===== config.mk =====
export PLATFORM = sky130hd
export DESIGN_NAME = sw_handshake_ctrl
export DESIGN_NICKNAME = d
export VERILOG_FILES = /design/src/rtl/sw_handshake_ctrl.sv
export SDC_FILE = /design/constraint.sdc
export NUM_CORES = 1
export LEC_CHECK = 0
export CAP_MARGIN = 20
export CORE_MARGIN = 8
export CORE_UTILIZATION = 30
export CTS_CLUSTER_DIAMETER = 30
export DETAILED_ROUTE_END_ITERATION = 7
export PLACE_DENSITY = 0.5
export SLEW_MARGIN = 40
export SYNTH_ARGS = -nofsm -noshare
export SYNTH_HDL_FRONTEND = slang
export SYNTH_SLANG_ARGS = --single-unit

===== constraint.sdc =====
create_clock -name clk -period 1.88 [get_ports clk]
set_input_delay 0.188 -clock clk [delete_from_list [all_inputs] [get_ports clk]]
set_output_delay 0.188 -clock clk [all_outputs]
set_load 0.01 [all_outputs]

===== src/rtl/sw_handshake_ctrl.sv =====
// Switch-handshake sequencer: synchronises board switches, debounces the handshake
// bit, captures the data byte on each debounced rising edge and stalls the PC on waits.
module sw_handshake_ctrl #(
  parameter int N        = 8,
  parameter int HS_BIT   = 8,
  parameter int DEBOUNCE = 4
) (
  input  logic         clk,
  input  logic         reset,
  input  logic [9:0]   switchesIn,
  input  logic         waitReq,
  input  logic         waitLevel,
  output logic         stall,
  output logic         hsLevel,
  output logic [N-1:0] swData,
  output logic         swValid,
  output logic         waiting
);

  localparam int CW = $clog2(DEBOUNCE + 1);
  localparam logic [CW-1:0] CNT_LAST = CW'(DEBOUNCE - 1);

  typedef enum logic {IDLE, WAITING} state_t;

  logic [9:0]    s1_q, s2_q;
  logic [CW-1:0] cnt_q, cnt_d;
  logic          hs_q, hs_d;
  logic [N-1:0]  data_q, data_d;
  logic          valid_q, valid_d;
  state_t        state_q, state_d;
  logic          hs_rise;
  logic          unused_sw;

  // Only the handshake and data bits are consumed; the rest are synchronised anyway.
  assign unused_sw = ^s2_q;

  always_ff @(posedge clk or posedge reset) begin
    if (reset) begin
      s1_q    <= '0;
      s2_q    <= '0;
      cnt_q   <= '0;
      hs_q    <= 1'b0;
      data_q  <= '0;
      valid_q <= 1'b0;
      state_q <= IDLE;
    end else begin
      s1_q    <= switchesIn;
      s2_q    <= s1_q;
      cnt_q   <= cnt_d;
      hs_q    <= hs_d;
      data_q  <= data_d;
      valid_q <= valid_d;
      state_q <= state_d;
    end
  end

  // Counter measures how long s2 has disagreed with the debounced level.
  always_comb begin
    cnt_d = '0;
    hs_d  = hs_q;
    if (s2_q[HS_BIT] != hs_q) begin
      if (cnt_q == CNT_LAST) hs_d = ~hs_q;
      else                   cnt_d = cnt_q + CW'(1);
    end
  end

  assign hs_rise = hs_d & ~hs_q;

  always_comb begin
    data_d  = data_q;
    valid_d = hs_rise;
    if (hs_rise) data_d = s2_q[N-1:0];
  end

  always_comb begin
    state_d = state_q;
    case (state_q)
      IDLE:    if (waitReq && (hs_q != waitLevel)) state_d = WAITING;
      WAITING: if (!waitReq || (hs_q == waitLevel)) state_d = IDLE;
      default: state_d = IDLE;
    endcase
  end

  assign stall   = waitReq && (hs_q != waitLevel);
  assign hsLevel = hs_q;
  assign swData  = data_q;
  assign swValid = valid_q;
  assign waiting = (state_q == WAITING);

endmodule


Word level (Yosys, flattened, before mapping) --
Cells that the tools add are included.
Storage, ports and cells: bits in registers 32, bits of input ports 14, output and inout bits 12, word-level logic and storage cells 25
Operators by class: $add $sub $neg 1, eq/ne operators 4, mux-type cells 7, bitwise gates (word level) 3, reductions and logical operators 3
Operators with widths (number):
- two-way mux 3 bit | 2
- two-way mux 1 bit | 4
- adder 3 x 1 -> 3 bit, second input constant | 1
- equality test 3 x 2 -> 1 bit, second input constant | 1
- inequality test 1 bit | 2
- NOT 1 bit | 2
- case mux 1 bit (2 select lines) | 1
- AND 1 bit | 1
- equality test 1 bit | 1
- logical AND 1 bit | 1
- zero test 1 bit | 1
- logical OR 1 bit | 1

Depth between registers and ports, before layout --
Gate-level depths: netlist of run 1.
depth in word-level cells 4, gate-level depth with buffers 4, depth with buffers taken out 3

Worst setup path after synthesis of run 1 --
No wires, ideal clock.
kind register to register, from register hs_q, in the netlist hsLevel, to register data_q[0], in the netlist swData[0], setup time 0.125 ns, arrival time 1.224 ns, required time 1.755 ns, path slack 0.531 ns, stages on the path, launching flop included 4, buffers on the path 1, period minus slack after synthesis 1.349 ns, cells stage by stage dfrtp_1 > nor4bb_2 > buf_4 > mux2_2
On the way: cells in the longest elaborated chain, start to end 4, elaborated cells on any way between the ends 5, classes of those cells eq/ne (1); mux (2); bitwise (2)
Ends and longest elaborated chain:
- start, declared | RTL line 27 | logic hs_q, hs_d;
- start signal, assigned | RTL line 50 | hs_q <= hs_d;
- NOT 1 bit | RTL line 62, 67
- two-way mux 1 bit | RTL line 62 | if (cnt_q == CNT_LAST) hs_d = ~hs_q;
- two-way mux 1 bit | RTL line 61 | if (s2_q[HS_BIT] != hs_q) begin
- AND 1 bit * | RTL line 67 | assign hs_rise = hs_d & ~hs_q;
- via hs_rise | RTL line 31 | logic hs_rise;
- end signal, assigned | RTL line 51 | data_q <= data_d;
- end, declared | RTL line 28 | logic [N-1:0] data_q, data_d;
The timed path passes the listed nets; every way through them passes the cells marked *. A chain may end at the register's enable or synchronous reset.

Worst setup path after layout of run 1 --
from register hs_q, in the netlist hsLevel, to output port stall
On the way: cells in the longest elaborated chain, start to end 2
Ends and longest elaborated chain:
- inequality test 1 bit | RTL line 84 | assign stall = waitReq && (hs_q != waitLevel);
- logical AND 1 bit | RTL line 84
- end, declared | RTL line 13 | output logic stall,
Every way passes these cells.

==> results of run 1 <==
-- layout by cell type, fill, tap and decap left out --
cell type / synthesis / final
nor3b_1: 1 / 1
ha_1: 1 / 1
clkinv_2: 0 / 1
inv_1: 1 / 1
dfrtp_2: 0 / 1
clkbuf_4: 0 / 5
dfrtp_1: 32 / 31
nor3_1: 1 / 1
clkdlybuf4s50_1: 0 / 24
clkbuf_1: 0 / 1
buf_4: 1 / 2
and2_1: 2 / 2
mux2_2: 9 / 9
xnor2_1: 1 / 1
xor2_1: 1 / 1
nor4bb_2: 1 / 1
nor2b_1: 2 / 2
-- flip-flops by register name, indices dropped and copies added, names as in the netlist --
| register | count |
|---|---|
| hsLevel | 1 |
| swValid | 1 |
| waiting | 1 |
| s2_q | 9 |
| swData | 8 |
| cnt_q | 3 |
| s1_q | 9 |
-- cell type report --
class / instances / share of cell area, %
Clock buffer: 6 / 3.058
Clock inverter: 1 / 0.3707
Inverter: 1 / 0.2780
Multi-Input combinational cell: 19 / 13.72
Sequential cell: 32 / 59.41
Tap cell: 46 / 4.263
Timing Repair Buffer: 26 / 18.91
-- where the power goes --
group	internal [mW]	switching (mW)	total [mW]
Combinational	0.320	0.175	0.495
Sequential	0.830	0.0711	0.901
Clock	0.137	0.208	0.345
-- cells by family after synthesis --
logic type,Yosys count,synth area share (%)
muxes,9,10.16
buffers and inverters,2,1.129
xor gates and xnor gates,2,1.757
adders and majority gates,1,1.255
and+or+nand+nor,7,5.395
DFF,32,80.30
-- metrics by stage --
step / worst slack, ns / util, % / cell area [um^2] / instances
final: 0.1011 / 41.44 / 1350 / 131
after global routing: 0.02935 / 41.44 / 1350 / 131
after CTS: 0.05144 / 41.40 / 1349 / 131
after detailed placement: 0.1995 / 39.98 / 1303 / 124
after global placement: 0.2256 / 39.98 / 1303 / 124
after floorplan: 0.5314 / - / 997.2 / 53
-- critical path: stages, from the launching register on --
cell and delay (ns):
dfrtp_2 0.45, xor2_1 0.16, and2_1 0.14, clkdlybuf4s50_1 0.53
-- cell usage after synthesis --
| library cell | n | area, um^2 |
|---|---|---|
| nor4bb_2 | 1 | 16.27 |
| xor2_1 | 1 | 8.760 |
| xnor2_1 | 1 | 8.760 |
| and2_1 | 2 | 12.51 |
| ha_1 | 1 | 12.51 |
| nor3b_1 | 1 | 7.510 |
| dfrtp_1 | 32 | 800.8 |
| nor2b_1 | 2 | 12.51 |
| nor3_1 | 1 | 5.000 |
| inv_1 | 1 | 3.750 |
| mux2_2 | 9 | 101.4 |
| buf_4 | 1 | 7.510 |
-- per-layer routing --
layer	wire, um	up-vias
li1	-	238
met1	694	258
met2	684	18
met3	177	2
met4	15	0
met5	0	-
-- how the worst max path moves through the flow --
stage	start	to	slack, ns
after global placement	waitLevel	stall	0.23
after global routing	hsLevel	stall	0.03
after CTS	hsLevel	stall	0.05
after detailed placement	waitLevel	stall	0.20
final	hsLevel	stall	0.10
after floorplan	hsLevel	swData[0]	0.53
==> impl_metrics.yaml, run 1 <==
route:
  drtPass1Iterations: 3
  vias: 516
  post-route-drc-count: 0
  routed_wl_um: 1571
  wl_per_cell_um: 11.99
  first_iter_violations: 36
  vias_per_cell: 3.939
  antenna_left: 0
global_route:
  use_met2_pct: 8.957
  use_met3_pct: 5.184
  grt_pass1_wl_um: 2711
  grt_pass1_vias: 569
  antenna_found_initial: 0
  grt-busiest-layer: "met2"
  grt_overflow_total: 0
  grt_usage_pct: 7.041
  grt_use_met1_pct: 7.970
  grt_start_max_net_pins: 33
finish:
  nFillCells: 332
  multiInputGateArea_um2: 185.2
  syn_to_final_growth_pct: 35.38
  register_area_um2: 802.0
  n_antenna_cell: 0
  drive_above_1_share_pct: 22.35
  fin_nets: 100
critical_path:
  crit_path_end_kind: "output pin"
  cp-start-kind: "register"
  reg2reg_slack_ns: 0.45
  crit_type: "register to output pin"
  r2r-start: "cnt_q[0]"
  worst-path-max-fanout: 5
  cp.required_ns: 1.69
  rr_endpoint: "swData[3]"
  worstRegToRegCells: 4
  cp.arrival_ns: 1.59
synth:
  synth_nets: 68
  ys.warnings.count: 0
  yosys_register_bits: 32
  ys_seq_area_share_pct: 80.30
  synth_area_per_cell_um2: 18.82
  syn_inst: 53
  synth_cell_types: 12
  netlist_area_um2: 997.2
timing:
  tightest_slew_ns: 0.3958
  fmax_mhz: 562.1
  drv_slew: 0
  slew_headroom_pct: 73.61
  timing.setup.tns_ns: 0
  finalCriticalPeriod_ns: 1.779
  fin_crit_sh_pct: 94.62
  fin_worst_skew_ns: 0.006286
  whs_ns: 0.2367
  rsz0062_at_grt: "false"
  hold_viol: 0
  setup_viol: 0
power:
  power.density_mw_per_mm2: 1290
  leakagePower_nw: 0.5936
  ir_drop_v: 0.0003513
  power_mw: 1.741
clock_network:
  cts.sinks: 32
  htreeDepth: 2
  numCtsBuffers: 5
  clk_path_buf_depth: 2
  cts.repair.resized: 0
  clock_tree.root_cell: "clkbuf_4"
  cts_tree: "done"
  clk_pin_slew_ns: 0.09
  cts_hold_buffers: 0
  cts_setup_buffers: 0
  clock_latency_ns: 0.32
run_status:
  outcome: "complete, no violations"
floorplanning:
  core.rowCount: 21
  die_width_um: 73.66
  coreArea_mm2: 0.003258
  ios: 26
  initial_core_util_pct: 30.61
  die_height_um: 73.66
  die_area_mm2: 0.005425
run:
  maxCapViolCount: 0
place:
  dpl.hpwl_um: 1076
  port_buffers: 24
  gp_congestion: 0.6125
min_path:
  hp-class: "primary input to async pin"
(Power assumes the default switching activity.)
==> run 2, diff against run 1 <==
Settings changed: CELL_PAD_IN_SITES_DETAIL_PLACEMENT set to 2, CELL_PAD_IN_SITES_GLOBAL_PLACEMENT set to 2, HOLD_SLACK_MARGIN set to 0.12, PLACE_DENSITY 0.5 to 0.66, SLEW_MARGIN 40 to 20.
==> run 2 against run 1 <==
Against the previous run:
- sequential share of layout area decreased by 1.6 points
- total power increased by 5.3%
- global-route usage increased by 0.48 points
- cell area increased by 2.8%
- critical path type unchanged
- sequential power decreased by 0.6%
- clock power increased by 15%
- non-clock buffer count increased by 3
- hold slack got worse by 0.0054 ns
- die area unchanged
- cell count increased by 3.1%
- clock-buffer cell count unchanged
- critical path depth unchanged
==> impl_metrics.yaml, run 2 (synthesis results as in run 1) <==
global_route:
  grt_start_max_net_pins: 33
  grt_usage_pct: 7.519
  grt_overflow_total: 0
  use_met2_pct: 12.11
  grt_use_met1_pct: 7.049
  grt_pass1_wl_um: 2884
  grt-busiest-layer: "met2"
  antenna_found_initial: 0
  use_met3_pct: 3.001
  grt_pass1_vias: 623
finish:
  syn_to_final_growth_pct: 39.15
  nFillCells: 333
  multiInputGateArea_um2: 185.2
  n_antenna_cell: 0
  register_area_um2: 802.0
  layout_common_cells: "dfrtp_1, clkdlybuf4s50_1, mux2_2, clkbuf_4, buf_4"
  fin_nets: 103
  drive_above_1_share_pct: 26.97
  final_common_cell: "dfrtp_1"
timing:
  rsz0062_at_grt: "false"
  fmax_mhz: 557.9
  slew_headroom_pct: 74.37
  tightest_slew_ns: 0.3844
  whs_ns: 0.2313
  fin_crit_sh_pct: 95.35
  setup_viol: 0
  finalCriticalPeriod_ns: 1.793
  drv_slew: 0
  hold_viol: 0
  timing.setup.tns_ns: 0
  fin_worst_skew_ns: 0.002785
critical_path:
  slowest_stage: "clkdlybuf4s50_1"
  cp-start-kind: "register"
  crit_path_end_kind: "output pin"
  cp.required_ns: 1.69
  critical-path-top-delay-family: "buffers and inverters"
  cpPeakStageDelay_ns: 0.53
  crit_type: "register to output pin"
  worst-path-max-fanout: 4
  worst-path-buf-inv: 1
  crit_chain: "xor2_1 > and2_1 > clkdlybuf4s50_1"
  cp.arrival_ns: 1.60
clock_network:
  numCtsBuffers: 5
  htreeDepth: 2
  clock_latency_ns: 0.32
  clk_pin_slew_ns: 0.09
  cts.sinks: 32
  clock_tree.root_cell: "clkbuf_4"
  clk_path_buf_depth: 2
  cts_tree: "done"
place:
  port_buffers: 24
  gp_congestion: 0.6089
power:
  leakagePower_nw: 0.6187
  power.density_mw_per_mm2: 1321
  ir_drop_v: 0.0003756
route:
  vias: 549
  wl_per_cell_um: 12.42
  drtPass1Iterations: 2
  first_iter_violations: 26
  vias_per_cell: 4.067
  antenna_left: 0
  routed_wl_um: 1677
  post-route-drc-count: 0
floorplanning:
  coreArea_mm2: 0.003258
  die_area_mm2: 0.005425
  die_height_um: 73.66
  ios: 26
  die_width_um: 73.66
  initial_core_util_pct: 30.61
  core.rowCount: 21
run_status:
  outcome: "complete, no violations"
min_path:
  hp-class: "primary input to async pin"
run:
  maxCapViolCount: 0
run 2: cell types whose count changed in the layout (fill, tap and decap cells not counted):
cell / previous run / this run
clkinv_2: 1 / 2
clkbuf_8: 0 / 1
buf_4: 2 / 5
clkbuf_1: 1 / 0
run 2: worst paths after layout:
| path | startpoint | endpoint | slack [ns] | cells after the start |
|---|---|---|---|---|
| setup / recovery | hsLevel | stall | 0.09 | 3 |
| hold / removal | reset | s2_q[2] | 0.23 | 3 |
| setup reg to reg | hsLevel | swData[4] | 0.35 | 4 |
| hold reg to reg | s1_q[1] | s2_q[1] | 0.35 | 0 |
| max in group asynchronous | reset | hsLevel | 1.35 | 3 |
| min in group clk | switchesIn[7] | s1_q[7] | 0.29 | 1 |
run 2: final cells by class:
class | count | share of cell area [%]
multi-input combinational | 19 | 13.35
sequential | 32 | 57.80
inverter | 1 | 0.2705
tap | 46 | 4.148
clock buffer | 6 | 3.697
timing repair buffer | 29 | 20.02
clock inverter | 2 | 0.7214
run 2: stage by stage:
step,setup WS [ns],utilization (%),power (mW),instances,instance area [um^2]
detailed placement,0.1881,40.21,1.437,125,1310
global route,0.01844,42.59,1.948,135,1388
floorplan,0.5314,-,1.130,53,997.2
finish,0.08741,42.59,1.834,135,1388
global placement,0.2214,40.21,1.412,125,1310
CTS,0.008428,42.09,1.842,133,1371
run 2: tightest hold or removal path, delay by kind of cell:
family   cells  cell delay (ns)
buf+inv      3             0.79
run 2: power breakdown:
group / internal (mW) / switching, mW
clock network: 0.178 / 0.219
registers: 0.830 / 0.0665
logic: 0.348 / 0.193
run 2: what timing repair did:
| item | 4_1_cts | 5_1_grt |
|---|---|---|
| setup endpoints to repair | 0 | 1 |
| setup buffers | 0 | 2 |
| hold buffers | 0 | 0 |
| resized for setup | 0 | 1 |
run 2: per-layer routing:
metal	vias to the layer above	share of wire, %	wire, um
met3	7	6.2	104
met2	15	57	956
met1	284	33	550
met5	-	0	0
met4	0	3.9	65
li1	243	-	-
==> run 3, diff against run 2 <==
Settings changed: CORE_ASPECT_RATIO set to 1.4.
==> run 3 against run 2 <==
Against the previous run:
- non-clock buffer count fell by 3
- maximum frequency up 2.2%
- routed wire length is 5.5% higher
- sequential share of layout area is 0.052 points higher
- cell count is 6.7% lower
- die area is 0.47% higher
- utilization is 0.38 points lower
- hold slack improved by 0.065 ns
- worst setup slack better by 0.039 ns
- sequential cell count is the same
- critical path type unchanged
- largest power group unchanged
==> impl_metrics.yaml, run 3 (synthesis results as in run 1) <==
critical_path:
  cp-start-kind: "register"
  cpPeakStageDelay_ns: 0.53
  worst-path-max-fanout: 5
  crit_path_end_kind: "output pin"
  worst-path-buf-inv: 1
  cp.required_ns: 1.69
  slowest_stage: "clkdlybuf4s50_1"
  critical-path-top-delay-family: "buffers and inverters"
  crit_chain: "xor2_1 > and2_1 > clkdlybuf4s50_1"
  crit_type: "register to output pin"
  cp.arrival_ns: 1.57
floorplanning:
  die_area_mm2: 0.005451
  ios: 26
  die_width_um: 64.73
  coreArea_mm2: 0.003284
  initial_core_util_pct: 30.36
  die_height_um: 84.22
  core.rowCount: 25
global_route:
  grt_use_met1_pct: 7.067
  use_met3_pct: 4.660
  grt_start_max_net_pins: 33
  grt_pass1_vias: 664
  grt_usage_pct: 7.765
  grt_pass1_wl_um: 3132
  use_met2_pct: 12.43
  antenna_found_initial: 0
  grt_overflow_total: 0
  grt-busiest-layer: "met2"
finish:
  nFillCells: 337
  n_antenna_cell: 0
  instances_no_fill: 126
  layout_common_cells: "dfrtp_1, clkdlybuf4s50_1, mux2_2, clkbuf_8"
  final_area_mm2: 0.001386
  fin_nets: 100
  final_common_cell: "dfrtp_1"
  syn_to_final_growth_pct: 39.02
  drive_above_1_share_pct: 22.09
place:
  placed_cells: 118
  dpl_cell_area_mm2: 0.001295
  gp_congestion: 0.6391
  port_buffers: 24
  dpl.hpwl_um: 1304
timing:
  finalCriticalPeriod_ns: 1.753
  whs_ns: 0.2963
  rsz0062_at_grt: "false"
  fin_worst_skew_ns: 0.003633
  setup_viol: 0
  timing.setup.tns_ns: 0
  hold_viol: 0
  slew_headroom_pct: 74.05
  fin_crit_sh_pct: 93.25
  tightest_slew_ns: 0.3893
  drv_slew: 0
  fmax_mhz: 570.4
route:
  antenna_left: 0
  drtPass1Iterations: 4
  post-route-drc-count: 0
  wl_per_cell_um: 14.04
  vias_per_cell: 4.222
  routed_wl_um: 1769
  vias: 532
  first_iter_violations: 11
clock_network:
  cts.sinks: 32
  clk_pin_slew_ns: 0.06
  htreeDepth: 2
  cts_setup_buffers: 0
  numCtsBuffers: 5
  cts_tree: "done"
  clk_path_buf_depth: 2
  clock_latency_ns: 0.28
  clock_tree.root_cell: "clkbuf_8"
min_path:
  hp-class: "primary input to async pin"
run_status:
  outcome: "complete, no violations"
power:
  power.density_mw_per_mm2: 1390
  ir_drop_v: 0.0005510
  leakagePower_nw: 0.6110
run:
  maxCapViolCount: 0
[run 3: layout make-up]
| class | count | area, um^2 | share of cell area (%) |
|---|---|---|---|
| multi-input cells | 19 | 185.2 | 13.36 |
| inverters | 1 | 3.754 | 0.2708 |
| clock buffers | 8 | 90.09 | 6.498 |
| repair buffers | 26 | 255.2 | 18.41 |
| flip-flops and latches | 32 | 802.0 | 57.85 |
| well taps | 40 | 50.05 | 3.610 |
[run 3: per-layer routing]
metal	wire (um)	vias up
met3	137	6
met2	988	17
met5	0	-
li1	-	237
met1	594	272
met4	48	0
[run 3: worst paths after layout]
kind	start	endpoint	slack (ns)	depth (start not counted)
min	reset	swData[3]	0.30	3
max	hsLevel	stall	0.13	3
max reg2reg	cnt_q[0]	swData[2]	0.43	4
max in group asynchronous	reset	hsLevel	1.28	3
min reg2reg	s1_q[5]	s2_q[5]	0.34	0
min in group clk	s1_q[5]	s2_q[5]	0.34	0
[run 3: timing repair]
| item | in CTS | in global routing |
|---|---|---|
| resized for setup | 0 | 1 |
| hold buffers | 0 | 0 |
| endpoints found under the setup margin | 0 | 1 |
[run 3: tightest hold or removal path: stages]
cell and delay (ns):
clkdlybuf4s50_1 0.39, inv_1 0.05, buf_4 0.35
[run 3: power by group]
part | leakage, nW | total [mW] | internal, mW | switching, mW
combinational | 0.178 | 0.500 | 0.321 | 0.179
sequential | 0.388 | 0.908 | 0.832 | 0.0760
clock | 0.0455 | 0.519 | 0.298 | 0.222
total | 0.611 | 1.93 | 1.45 | 0.476
[run 3: through the flow]
step / util [%] / worst slack, ns / total power, mW
finish: 42.21 / 0.1268 / 1.927
CTS: 42.17 / 0.05467 / 1.975
floorplan: - / 0.5314 / 1.130
global placement: 39.43 / 0.2219 / 1.412
detailed placement: 39.43 / 0.1725 / 1.439
global route: 42.21 / 0.01739 / 2.049
